$ cat config.mk
export PLATFORM = sky130hd
export DESIGN_NAME = seg7_tick_counter
export DESIGN_NICKNAME = d
export VERILOG_FILES = /design/src/rtl/seg7_tick_counter.sv
export SDC_FILE = /design/constraint.sdc
export NUM_CORES = 1
export LEC_CHECK = 0
export CAP_MARGIN = 10
export CELL_PAD_IN_SITES_DETAIL_PLACEMENT = 0
export CELL_PAD_IN_SITES_GLOBAL_PLACEMENT = 1
export CORE_MARGIN = 4
export CORE_UTILIZATION = 35
export CTS_BUF_LIST = sky130_fd_sc_hd__clkbuf_2
export CTS_CLUSTER_DIAMETER = 60
export DETAILED_ROUTE_END_ITERATION = 10
export GPL_TIMING_DRIVEN = 0
export PLACE_DENSITY_LB_ADDON = 0.05
export SLEW_MARGIN = 20
export SYNTH_ARGS = -nofsm -noshare
export SYNTH_HDL_FRONTEND = slang
export SYNTH_SLANG_ARGS = --single-unit
$ cat constraint.sdc
create_clock -name io_in -period 2.3 [get_ports io_in]
set_clock_uncertainty 0.15 [all_clocks]
set_input_delay 0.46 -clock io_in [delete_from_list [all_inputs] [get_ports io_in]]
set_output_delay 0.46 -clock io_in [all_outputs]
set_load 0.01 [all_outputs]
$ cat src/rtl/seg7_tick_counter.sv
// Seven-segment digit counter for an 8-in/8-out tile slot: a prescaled tick steps the
// digit modulo MODULUS, a load edge presets it, and the glyph plus dp are registered out.
module seg7_tick_counter #(
    parameter int MAX_COUNT    = 1000,
    parameter int MODULUS      = 16,
    parameter int COMMON_ANODE = 0
) (
    input  logic [7:0] io_in,
    output logic [7:0] io_out
);

    localparam int             PW         = (MAX_COUNT > 1) ? $clog2(MAX_COUNT) : 1;
    localparam logic [PW-1:0]  PRE_LAST   = PW'(MAX_COUNT - 1);
    localparam logic [3:0]     DIGIT_LAST = 4'(MODULUS - 1);
    localparam logic [7:0]     POLARITY   = (COMMON_ANODE != 0) ? 8'hFF : 8'h00;
    localparam logic [7:0]     OUT_RESET  = 8'h3F ^ POLARITY;

    logic clk;
    logic rst;
    assign clk = io_in[0];
    assign rst = io_in[1];

    // {data[3:0], load, run} through a two-flop synchroniser
    logic [5:0] s1_reg;
    logic [5:0] s2_reg;
    logic       prev_reg;
    logic       run_s2;
    logic       load_pulse;
    logic [3:0] data_s2;

    assign run_s2     = s2_reg[0];
    assign load_pulse = s2_reg[1] & ~prev_reg;
    assign data_s2    = s2_reg[5:2];

    always_ff @(posedge clk or posedge rst) begin
        if (rst) begin
            s1_reg   <= '0;
            s2_reg   <= '0;
            prev_reg <= 1'b0;
        end else begin
            s1_reg   <= io_in[7:2];
            s2_reg   <= s1_reg;
            prev_reg <= s2_reg[1];
        end
    end

    logic [PW-1:0] prescaler_reg, prescaler_next;
    logic [3:0]    digit_reg, digit_next;
    logic          dp_reg, dp_next;
    logic          tick;

    assign tick = run_s2 && (prescaler_reg == PRE_LAST);

    // A load discards any tick landing in the same cycle.
    always_comb begin
        prescaler_next = prescaler_reg;
        digit_next     = digit_reg;
        dp_next        = dp_reg;
        if (load_pulse) begin
            prescaler_next = '0;
            digit_next     = (data_s2 > DIGIT_LAST) ? DIGIT_LAST : data_s2;
            dp_next        = 1'b0;
        end else if (tick) begin
            prescaler_next = '0;
            digit_next     = (digit_reg == DIGIT_LAST) ? 4'd0 : digit_reg + 4'd1;
            dp_next        = ~dp_reg;
        end else if (run_s2) begin
            prescaler_next = prescaler_reg + 1'b1;
        end
    end

    always_ff @(posedge clk or posedge rst) begin
        if (rst) begin
            prescaler_reg <= '0;
            digit_reg     <= 4'd0;
            dp_reg        <= 1'b0;
        end else begin
            prescaler_reg <= prescaler_next;
            digit_reg     <= digit_next;
            dp_reg        <= dp_next;
        end
    end

    logic [6:0] seg_raw;

    always_comb begin
        case (digit_reg)
            4'h0: seg_raw = 7'h3F;
            4'h1: seg_raw = 7'h06;
            4'h2: seg_raw = 7'h5B;
            4'h3: seg_raw = 7'h4F;
            4'h4: seg_raw = 7'h66;
            4'h5: seg_raw = 7'h6D;
            4'h6: seg_raw = 7'h7D;
            4'h7: seg_raw = 7'h07;
            4'h8: seg_raw = 7'h7F;
            4'h9: seg_raw = 7'h6F;
            4'hA: seg_raw = 7'h77;
            4'hB: seg_raw = 7'h7C;
            4'hC: seg_raw = 7'h39;
            4'hD: seg_raw = 7'h5E;
            4'hE: seg_raw = 7'h79;
            4'hF: seg_raw = 7'h71;
            default: seg_raw = 7'h3F;
        endcase
    end

    logic [7:0] out_active;
    logic [7:0] out_next;
    logic [7:0] out_reg;

    assign out_active = {dp_reg, seg_raw};

    // Per-pin drive polarity for common-anode displays.
    genvar gi;
    generate
        for (gi = 0; gi < 8; gi++) begin : g_polarity
            assign out_next[gi] = out_active[gi] ^ POLARITY[gi];
        end
    endgenerate

    always_ff @(posedge clk or posedge rst) begin
        if (rst) begin
            out_reg <= OUT_RESET;
        end else begin
            out_reg <= out_next;
        end
    end

    assign io_out = out_reg;

endmodule

### Word-level counts from Yosys, hierarchy flattened

Memories as Yosys holds them, arrays and structs flattened. A register that Yosys moved wholly into a read port is not among the register bits.
Cells that the tools add are included.

* reductions and logical operators: 3
* equal/unequal tests: 2
* order comparisons: 1
* add/subtract/negate cells: 2
* bitwise gates (word level): 3
* mux-type cells: 9

Operator list (count)
* $mux 10: 3
* $mux 4: 4
* $add 10x1->10 const B: 1
* $eq 10x10->1 const B: 1
* $add 4x1->4 const B: 1
* $eq 4x4->1 const B: 1
* $gt 4x4->1 const B: 1
* $reduce_bool 3->1: 1
* $mux 1: 2
* $not 1->1: 2
* $reduce_bool 2->1: 1
* $and 1x1->1: 1
* $logic_and 1x1->1: 1

* memories: 1
* bits in registers: 36
* output and inout port bits: 8
* word-level logic and storage cells: 28
* bits of input ports: 8
* memory bits (read-only): 112

Memories
* (name not given): depth 16, bits a word 7, read ports 1, clocked after memory_dff 1, wr ports 0, line 87 `case (digit_reg)`

### Depth between registers and ports, before layout

* word-level depth: 4
* depth in mapped cells: 6
* gate-level depth less buffers: 6

### Worst setup path after synthesis

Ideal clock, no wire load.

* kind: register to register
* start: register prescaler_reg[0]
* end: register digit_reg[0]
* required time: 2.068 ns
* slack: 0.379 ns
* clock period less this slack: 1.921 ns
* buffers on the path: 1
* setup time: 0.082 ns
* data arrival time: 1.689 ns
* stages on the path, launching flop included: 7
* cells stage by stage: dfrtp_1 -> ha_1 -> nand2_1 -> or4_4 -> buf_6 -> or3_1 -> a31oi_1

* word-level cells in the longest chain between the ends: 3

RTL lines
* start, declared: line 47 `logic [PW-1:0] prescaler_reg, prescaler_next;`
* start signal, assigned: line 78 `prescaler_reg <= prescaler_next;`
* $eq 10x10->1: line 52 `assign tick = run_s2 && (prescaler_reg == PRE_LAST);`
* $logic_and 1x1->1: line 52
* $reduce_bool 2->1 (no source line)
* end signal, assigned: line 79 `digit_reg <= digit_next;`
* end, declared: line 48 `logic [3:0] digit_reg, digit_next;`

No other way between the ends.
A chain may end at the register's enable or synchronous reset.

### Worst setup path after layout

Ends and elaborated chain as after synthesis.

==> results.yml <==
power:
  peakVddDrop_mv: 0.542
  netSwitchingPower_uw: 657
  swShare_pct: 39.8
  clockPowerShare_pct: 60.4
  p_leak_nw: 1.07
  cellInternalPower_uw: 992
  cellPowerDensity_mw_per_mm2: 831
  power_frac_seq_pct: 39.6
  power_frac_comb_pct: 0
global_routing:
  grt_pass1_wl_um: 5740
  antenna_found_initial: 0
  grt_usage_pct: 14.4
  overflow: 0
  grt_max_degree: 12
  grt_pass1_vias: 1489
cells_and_area:
  largest_register_ffs: 10
  final_common_cell: "inv_1"
  area_growth_pct: 23.9
  diodes: 0
  fin_area_mm2: 0.00198
  final_cell_mix: "44 x inv_1, 30 x dfrtp_1, 13 x nor2_1, 12 x o21ai_0"
  post_route_cells_drive_above_1_share_pct: 13.3
  final_nets: 216
route:
  post-route-drc-count: 0
  wl_um: 3180
  drt_iter0_markers: 50
  dr.pass1.iters: 6
  routed-via-count: 1247
  wl_per_cell_um: 12.5
  routed_via_density: 4.89
  ant_nets: 0
clock_network:
  holdBufCountCts: 0
  cts_tree: "done"
  cts_setup_buffers: 0
  clk_pin_slew_ns: 0.19
  clock_latency_ns: 0.37
  post_cts_resize_count: 0
logic_synthesis:
  synthArstFlopShare_pct: 100
  syn_area_mm2: 0.00160
  yosys_warnings: 0
  synth-main-ff-cell: "dfrtp_1"
  synthCells: 144
  synth-edff-count: 0
  syn-num-nets: 161
  synthDistinctLibCells: 34
  synth.ff_latch_count: 36
  ys_seq_area_share_pct: 56.7
  post_synth.cell_area_avg_um2: 11.1
setup_path:
  endpoint_kind: "flop"
  crit_arrival_ns: 2.24
  cp_max_fo: 8
  path_cells: "ha_1 -> nand2_1 -> or4_4 -> buf_6 -> or3_1 -> a31oi_1"
  worstSetupStartpointType: "flop"
  slowest_stage: "or4_4"
  critical_path_required_ns: 2.45
  slowest_delay_ns: 0.48
  crit_type: "reg -> reg"
status:
  violations: "negative hold slack"
  run_status: "finished with violations"
die:
  pin_count: 16
  die_h_um: 75.6
  dieWidth_um: 75.6
  start_util_pct: 36.5
  num_rows: 24
  dieArea_mm2: 0.00572
  core_area_mm2: 0.00438
sta:
  post-route-min-period_ns: 2.09
  worst_hold_slack_ns: -0.519
  clock.fmax_ghz: 0.477
  finalCritPeriodShare_pct: 91.1
  report.final.slew_viol_count: 0
  setup_viol: 0
  worst_slew_pin_slew_ns: 0.411
  max_slew_margin_pct: 72.6
  hold_viol_final: 6
  setup_tns_ns: 0
  rsz0062_at_grt: "no"
placed_design:
  place_area_mm2: 0.00175
  place_hpwl_um: 1940
  gp_congestion: 0.730
  port_buffers: 8
job:
  maxCapViolations: 0
min_path:
  hold_path.class: "clk -> reg"
==> cells in the mapped netlist, types with 2 or more instances <==
master,number,area (µm²)
xor2_1,7,61.3
nor2_1,13,48.8
dfrtp_1,30,751
nand2b_1,4,25.0
and2_1,2,12.5
a22oi_1,2,15.0
and3_1,2,12.5
dfstp_2,6,158
nor2b_1,4,25.0
o211ai_1,2,15.0
nand3_1,3,15.0
a21oi_1,5,25.0
o21ai_0,12,60.1
a31oi_1,2,12.5
clkbuf_1,3,11.3
o2111ai_1,2,17.5
inv_1,8,30.0
nand2_1,11,41.3
ha_1,9,113
or3_1,3,18.8
==> power by group through the flow <==
stage	Clock [mW]	Combinational (mW)	Sequential (mW)
after floorplan	0.185	0.000000293	0.668
after global placement	0.185	0.000000320	0.668
after detailed placement	0.185	0.000000320	0.668
after CTS	1.07	0.000000320	0.654
after global routing	1.22	0.000000320	0.654
final	0.995	0.000000320	0.653
==> area by class of cell <==
type,count,area [µm²]
Clock buffer,11,55.1
Sequential cell,36,908
Timing Repair Buffer,8,80.1
Buffer,5,27.5
Multi-Input combinational cell,95,636
Tap cell,52,65.1
Fill cell,462,2400
Inverter,7,26.3
Clock inverter,41,186
==> kinds of logic (layout without fill, tap and decap cells) <==
logic type,after synthesis,in the layout,synth area share (%)
AOI/OAI and AO/OA,27,27,10.2
xor gates and xnor gates,8,8,4.38
adders and majority gates,9,9,7.03
buffers and inverters,13,72,3.59
DFF,36,36,56.7
muxes,2,2,2.03
and+or+nand+nor,49,49,16.1
==> stage by stage <==
| stage | worst slack [ns] | power [mW] | instances | utilization (%) |
|---|---|---|---|---|
| floorplan | 0.206 | 0.852 | 144 | - |
| global placement | 0.206 | 0.852 | 204 | 39.8 |
| detailed placement | 0.206 | 0.852 | 204 | 39.8 |
| CTS | 0.202 | 1.72 | 255 | 45.3 |
| global route | 0.0974 | 1.87 | 255 | 45.3 |
| finish | 0.206 | 1.65 | 255 | 45.3 |
==> critical path: cells and delay by family (launching register included) <==
kind | cells | cell delay [ns]
AND/OR/NAND/NOR | 3 | 0.91
adder cells (fa/ha/maj) | 1 | 0.20
buffers and inverters | 1 | 0.15
flip-flops | 1 | 0.42
AO/OA/AOI/OAI | 1 | 0.17
==> path summary, 6_finish.rpt <==
kind,startpoint,endpoint,slack (ns),cells past startpoint
max,prescaler_reg[0]$_DFFE_PP0P_,digit_reg[0]$_DFFE_PP0P_,0.21,6
min,io_in[2],s1_reg[0]$_DFF_PP0_,-0.52,0
max reg2reg,prescaler_reg[0]$_DFFE_PP0P_,digit_reg[0]$_DFFE_PP0P_,0.21,6
min reg2reg,s1_reg[4]$_DFF_PP0_,s2_reg[4]$_DFF_PP0_,0.20,0
max in group asynchronous,io_in[1],io_out[4]$_DFF_PP1_,1.11,3
min in group asynchronous,io_in[1],s1_reg[0]$_DFF_PP0_,0.68,3
==> layer usage <==
| layer | track usage [%] | wire [µm] |
|---|---|---|
| met4 | 14.6 | 42 |
| met2 | 15.4 | 1430 |
| met5 | 0 | 0 |
| met1 | 14.4 | 1410 |
| met3 | 14.9 | 296 |
(Power assumes the default switching activity.)
